**src/rtl/decode_stage.sv**
```systemverilog
// decode_stage: handshaked MIPS-style instruction decode stage.
// Splits a 32-bit instruction into register addresses, opcode/funct, shift
// amount, immediate and jump target, and adds the extended immediate,
// instruction class and write-back target. All decoded outputs come from the
// registered main entry; an optional skid entry makes in_ready a register.
//
// Ports:
//   clk, rst_n            clock, asynchronous active-low reset
//   flush                 synchronous flush, beats every transfer that cycle
//   in_valid/in_ready     upstream handshake; in_ins, in_pc payload
//   out_valid/out_ready   downstream handshake
//   op, rs_addr, rt_addr, rd_addr, shamt, aluop, imm_ext, addr, pc,
//   ins_class, wb_en, wb_addr   decoded fields of the main entry
module decode_stage #(
  parameter int unsigned DATA_WIDTH = 32,
  parameter int unsigned LINK_REG   = 31,
  parameter int unsigned SKID       = 1
) (
  input  logic                  clk,
  input  logic                  rst_n,
  input  logic                  flush,
  input  logic                  in_valid,
  output logic                  in_ready,
  input  logic [31:0]           in_ins,
  input  logic [DATA_WIDTH-1:0] in_pc,
  output logic                  out_valid,
  input  logic                  out_ready,
  output logic [5:0]            op,
  output logic [4:0]            rs_addr,
  output logic [4:0]            rt_addr,
  output logic [4:0]            rd_addr,
  output logic [4:0]            shamt,
  output logic [5:0]            aluop,
  output logic [DATA_WIDTH-1:0] imm_ext,
  output logic [25:0]           addr,
  output logic [DATA_WIDTH-1:0] pc,
  output logic [1:0]            ins_class,
  output logic                  wb_en,
  output logic [4:0]            wb_addr
);

  localparam int unsigned DW = DATA_WIDTH;

  typedef struct packed {
    logic [5:0]    op;
    logic [4:0]    rs;
    logic [4:0]    rt;
    logic [4:0]    rd;
    logic [4:0]    shamt;
    logic [5:0]    aluop;
    logic [DW-1:0] imm_ext;
    logic [25:0]   addr;
    logic [DW-1:0] pc;
    logic [1:0]    cls;
    logic          wb_en;
    logic [4:0]    wb_addr;
  } dec_t;

  dec_t        dec_c;
  dec_t        m_q;
  dec_t        s_q;
  logic        m_valid;
  logic        s_valid;
  logic        in_xfer;
  logic        out_xfer;
  logic [5:0]  op_c;
  logic [5:0]  fn_c;
  logic [15:0] imm_c;

  assign op_c  = in_ins[31:26];
  assign fn_c  = in_ins[5:0];
  assign imm_c = in_ins[15:0];

  // Combinational decode of the incoming instruction.
  always_comb begin
    dec_c         = '0;
    dec_c.op      = op_c;
    dec_c.rs      = in_ins[25:21];
    dec_c.rt      = in_ins[20:16];
    dec_c.rd      = in_ins[15:11];
    dec_c.shamt   = in_ins[10:6];
    dec_c.aluop   = fn_c;
    dec_c.addr    = in_ins[25:0];
    dec_c.pc      = in_pc;

    // Logical immediates zero-extend, lui shifts up, everything else sign-extends.
    case (op_c)
      6'h0C, 6'h0D, 6'h0E: dec_c.imm_ext = DW'(imm_c);
      6'h0F:               dec_c.imm_ext = DW'({imm_c, 16'h0000});
      default:             dec_c.imm_ext = DW'($signed(imm_c));
    endcase

    case (op_c)
      6'h00: begin
        dec_c.cls     = 2'd0;
        dec_c.wb_en   = (fn_c != 6'h08);
        dec_c.wb_addr = in_ins[15:11];
      end
      6'h02: dec_c.cls = 2'd2;
      6'h03: begin
        dec_c.cls     = 2'd2;
        dec_c.wb_en   = 1'b1;
        dec_c.wb_addr = 5'(LINK_REG);
      end
      6'h04, 6'h05, 6'h28, 6'h2B: dec_c.cls = 2'd1;
      default: begin
        dec_c.cls     = 2'd1;
        dec_c.wb_en   = 1'b1;
        dec_c.wb_addr = in_ins[20:16];
      end
    endcase

    if (!dec_c.wb_en) dec_c.wb_addr = '0;
  end

  assign in_xfer  = in_valid && in_ready;
  assign out_xfer = m_valid && out_ready;

  // With a skid entry in_ready is just the registered S-empty flag.
  assign in_ready = (SKID != 0) ? !s_valid : (!m_valid || out_ready);

  // Main/skid entry storage; flush wins over every transfer.
  always_ff @(posedge clk or negedge rst_n) begin
    if (!rst_n) begin
      m_valid <= 1'b0;
      s_valid <= 1'b0;
      m_q     <= '0;
      s_q     <= '0;
    end else if (flush) begin
      m_valid <= 1'b0;
      s_valid <= 1'b0;
    end else if (SKID != 0) begin
      // in_xfer cannot coincide with a full S, so S->M needs no input path.
      if (out_xfer && s_valid) begin
        m_q     <= s_q;
        s_valid <= 1'b0;
      end else if (in_xfer) begin
        if (!m_valid || out_xfer) begin
          m_q     <= dec_c;
          m_valid <= 1'b1;
        end else begin
          s_q     <= dec_c;
          s_valid <= 1'b1;
        end
      end else if (out_xfer) begin
        m_valid <= 1'b0;
      end
    end else begin
      if (in_xfer) begin
        m_q     <= dec_c;
        m_valid <= 1'b1;
      end else if (out_xfer) begin
        m_valid <= 1'b0;
      end
    end
  end

  assign out_valid = m_valid;
  assign op        = m_q.op;
  assign rs_addr   = m_q.rs;
  assign rt_addr   = m_q.rt;
  assign rd_addr   = m_q.rd;
  assign shamt     = m_q.shamt;
  assign aluop     = m_q.aluop;
  assign imm_ext   = m_q.imm_ext;
  assign addr      = m_q.addr;
  assign pc        = m_q.pc;
  assign ins_class = m_q.cls;
  assign wb_en     = m_q.wb_en;
  assign wb_addr   = m_q.wb_addr;

endmodule

```
**config.mk**
```make
export PLATFORM = sky130hd
export DESIGN_NAME = decode_stage
export DESIGN_NICKNAME = d
export VERILOG_FILES = /design/src/rtl/decode_stage.sv
export SDC_FILE = /design/constraint.sdc
export NUM_CORES = 1
export LEC_CHECK = 0
export BUFFER_PORTS_ARGS = -buffer_cell sky130_fd_sc_hd__buf_2
export CORE_UTILIZATION = 49
export CTS_CLUSTER_DIAMETER = 100
export DETAILED_ROUTE_END_ITERATION = 10
export PLACE_DENSITY_LB_ADDON = 0.08
export SYNTH_ARGS = -nofsm -noshare
export SYNTH_HDL_FRONTEND = slang
export SYNTH_SLANG_ARGS = --single-unit
```
**constraint.sdc**
```tcl
create_clock -name clk -period 1.7 [get_ports clk]
set_input_delay 0.255 -clock clk [delete_from_list [all_inputs] [get_ports clk]]
set_output_delay 0.255 -clock clk [all_outputs]
set_load 0.02 [all_outputs]
```
==> results by group <==
Worst setup path
  • Critical path endpoint category: flop
  • CP startpoint kind: flop
  • Crit Path Class: flop to flop
  • CP max FO: 7
  • Critical Path AT: 2.12 ns
  • Worst path required time: 2.08 ns
  • Reg2Reg Depth: 6

CTS
  • Clock buffer depth: 3
  • CTS Root Cell: clkbuf_16
  • Sink Count: 210
  • Worst-path clk slew: 0.06 ns
  • CTS tree: built
  • CTS H-tree lvls: 1
  • Clk_lat worst skew: 0.51 ns
  • TritonCTS buffer count: 24

Drt
  • DRC viols: 0
  • Routed wire length: 28,430 um
  • Routed wire length per instance: 17.99 um
  • Iter 0 DRT Violations: 578
  • Antenna viol nets, final: 0
  • Drt via density: 5.477
  • Pre-Repair DR Iteration Count: 5
  • Vias: 8,654

Logic synthesis
  • Syn avg cell area: 8.673 um2
  • Register area share after synthesis: 56.52%
  • Yosys cell types: 36
  • Synth Instances: 1,072
  • #FFs+latches synth: 210
  • Net count after synthesis: 1,141
  • YS warnings: 0
  • Post-Syn Area: 0.009298 mm2

GRT
  • GRT met1 Usage: 37.30%
  • Met3 usage: 3.751%
  • Initial antenna violation count: 0
  • Vias in the first global route: 7,772
  • Largest net degree at the start of global routing: 75
  • First-pass GRT wire length: 40,410 um
  • Total gr overflow: 0
  • Gr usage total: 25.77%
  • Grt met2 use: 40.63%
  • Busiest layer in global routing: met2

Die
  • I/O pins: 201
  • Initial Util: 49.87%
  • Die height: 139.8 um
  • Die X: 139.8 um
  • Die area: 0.01953 mm2
  • Core Footprint: 0.01864 mm2
  • # rows: 50

STA
  • Hold slack final: 0.009990 ns
  • Upper clock frequency limit: 0.5777 GHz
  • Measured slew at the worst slew-check pin: 0.7180 ns
  • Slew headroom: 51.92%
  • Setup-failing EPs final: 34
  • RSZ-0062 raised after global routing: true
  • Hold Fails Final Rpt: 0
  • Worst setup margin: -0.03099 ns
  • Setup Skew: 0.01416 ns
  • Final slew viol count: 0
  • Tmin final: 1.731 ns
  • Final worst-path cycle share: 101.8%

Placed design
  • Routability congestion estimate: 0.8089
  • Setup WS pre-CTS: -0.6022 ns
  • Placed cells: 1,472
  • # port buffers: 200
  • Final HPWL DP: 15,940 um

Layout
  • Post-layout net count: 1,400
  • Final core occ: 70.03%
  • Layout cells sized above 1: 33.43%
  • ANT cells: 0
  • Area Growth Syn to Fin: 40.43%
  • Post-Layout Cell Count: 1,580

Run status
  • Violated checks: negative setup slack
  • Status: finished with violations

Run
  • Maxcap violations: 0

Power and ir drop
  • Overall power: 0.01568 W
  • Max IR drop VDD: 0.0008222 V
  • P_leak: 6.355 nW
  • PD cells: 1201 mW/mm2

Hold path
  • WHS Path Cells: 3
  • Min-delay worst type: primary input to flop
-- metrics by stage --
stage | TNS [ns] | area [um2]
floorplan | -0.8543 | 9443
global placement | -17.61 | 10910
detailed placement | -17.88 | 10910
CTS | -0.06963 | 12130
global route | -5.519 | 13060
finish | -0.2998 | 13060
-- where the power goes --
group / leakage [nW] / switching [W] / internal [W]
registers: 2.53 / 0.000732 / 0.00611
clock network: 0.385 / 0.00199 / 0.00315
logic: 3.44 / 0.00218 / 0.00152
total: 6.36 / 0.00490 / 0.0108
-- registers in the layout, summed over array words and instances (netlist names) --
name and cells:
s_q 104, imm_ext 32, s_valid 1, rd_addr 4, ins_class 2, pc 32, addr 5, wb_addr 5
aluop 5, shamt 4, op 6, wb_en 1, out_valid 1, rs_addr 4, rt_addr 4
-- kinds of logic (layout without fill, tap and decap cells) --
group	count (synthesis)	count (layout)	share of synthesized area, %
AOI/OAI and AO/OA	199	199	13.63
DFF	210	210	56.52
and+or+nand+nor	556	557	24.06
buffers and inverters	107	380	5.787
-- final cells by class --
type / count / area (um2)
Multi-Input combinational cell: 756 / 3976
Clock inverter: 5 / 75.07
Fill cell: 1505 / 5587
Inverter: 4 / 15.01
Sequential cell: 210 / 5256
Tap cell: 234 / 292.8
Timing Repair Buffer: 335 / 2734
Clock buffer: 36 / 706.9
-- path summary, 6_finish.rpt --
path	start	to	slack (ns)
setup / recovery	out_valid	s_q[90]	-0.03
hold / removal	in_ins[17]	s_q[115]	0.01
setup reg to reg	out_valid	s_q[90]	-0.03
hold reg to reg	imm_ext[30]	imm_ext[30]	0.47
max in group asynchronous	rst_n	out_valid	0.87
min in group asynchronous	rst_n	s_q[29]	0.23
-- timing repair --
action / 4_1_cts / 5_1_grt
hold buffers: 40 / 0
gates resized for setup: 4 / 158
buffers inserted: 1 / 5
setup endpoints to repair: 52 / 152
endpoints found under the hold margin: 179 / 0
gates cloned: 1 / 20
pin swaps: 0 / 23
-- critical path, cell delays in order, from the launching register on --
cell       delay, ns
dfrtp_2         0.40
buf_6           0.13
nand2_8         0.06
or4_4           0.65
clkbuf_16       0.24
nand2_1         0.07
o21ai_1         0.06
-- metal layers --
layer  wire length (um)  share of wire [%]
met5                  0                  0
met4                427                1.5
met3               1817                6.4
met2              13080                 46
met1              13110                 46
-- placed cells by master, fill, tap and decap left out, types with 10 or more instances in the layout --
cell type	netlist	layout
buf_12	0	21
a21oi_1	32	32
nor2_4	0	12
clkbuf_16	0	40
nand2_1	401	361
nor2_1	101	62
buf_6	2	11
a211oi_2	0	15
a21o_1	17	17
o21ai_1	3	20
nor2_2	0	27
o21ai_0	33	10
a31oi_1	75	75
buf_2	13	198
dlygate4sd3_1	0	40
buf_4	28	47
dfrtp_1	210	209
nand3_1	27	26
nand2_2	0	35
-- cells in the mapped netlist --
cell type,number,area [um2]
a31oi_1,75,469.2
o211ai_1,7,52.55
nor4b_1,2,17.52
and3_2,1,7.510
o21a_1,1,7.510
o21ai_1,3,15.01
o21ai_2,2,17.52
nor4_1,2,12.51
nor2b_1,5,31.28
a2111oi_2,1,15.01
nand2_1,401,1505
inv_1,4,15.01
a221oi_1,1,8.760
a21oi_1,32,160.2
a221oi_2,1,15.01
clkbuf_1,53,198.9
o21ai_0,33,165.2
buf_4,28,210.2
or4_1,2,15.01
buf_1,7,26.28
nor4_2,1,12.51
and4bb_2,1,12.51
nor3b_1,2,15.01
o22a_1,5,43.79
or4_4,1,11.26
nand3_1,27,135.1
and3_1,8,50.05
dfrtp_1,210,5255
buf_6,2,22.52
nor4bb_2,1,16.27
buf_2,13,65.06
nor3_4,1,16.27
a21o_1,17,127.6
a311o_1,5,50.05
nor2_1,101,379.1
a211oi_1,16,120.1
(Power assumes the default switching activity.)
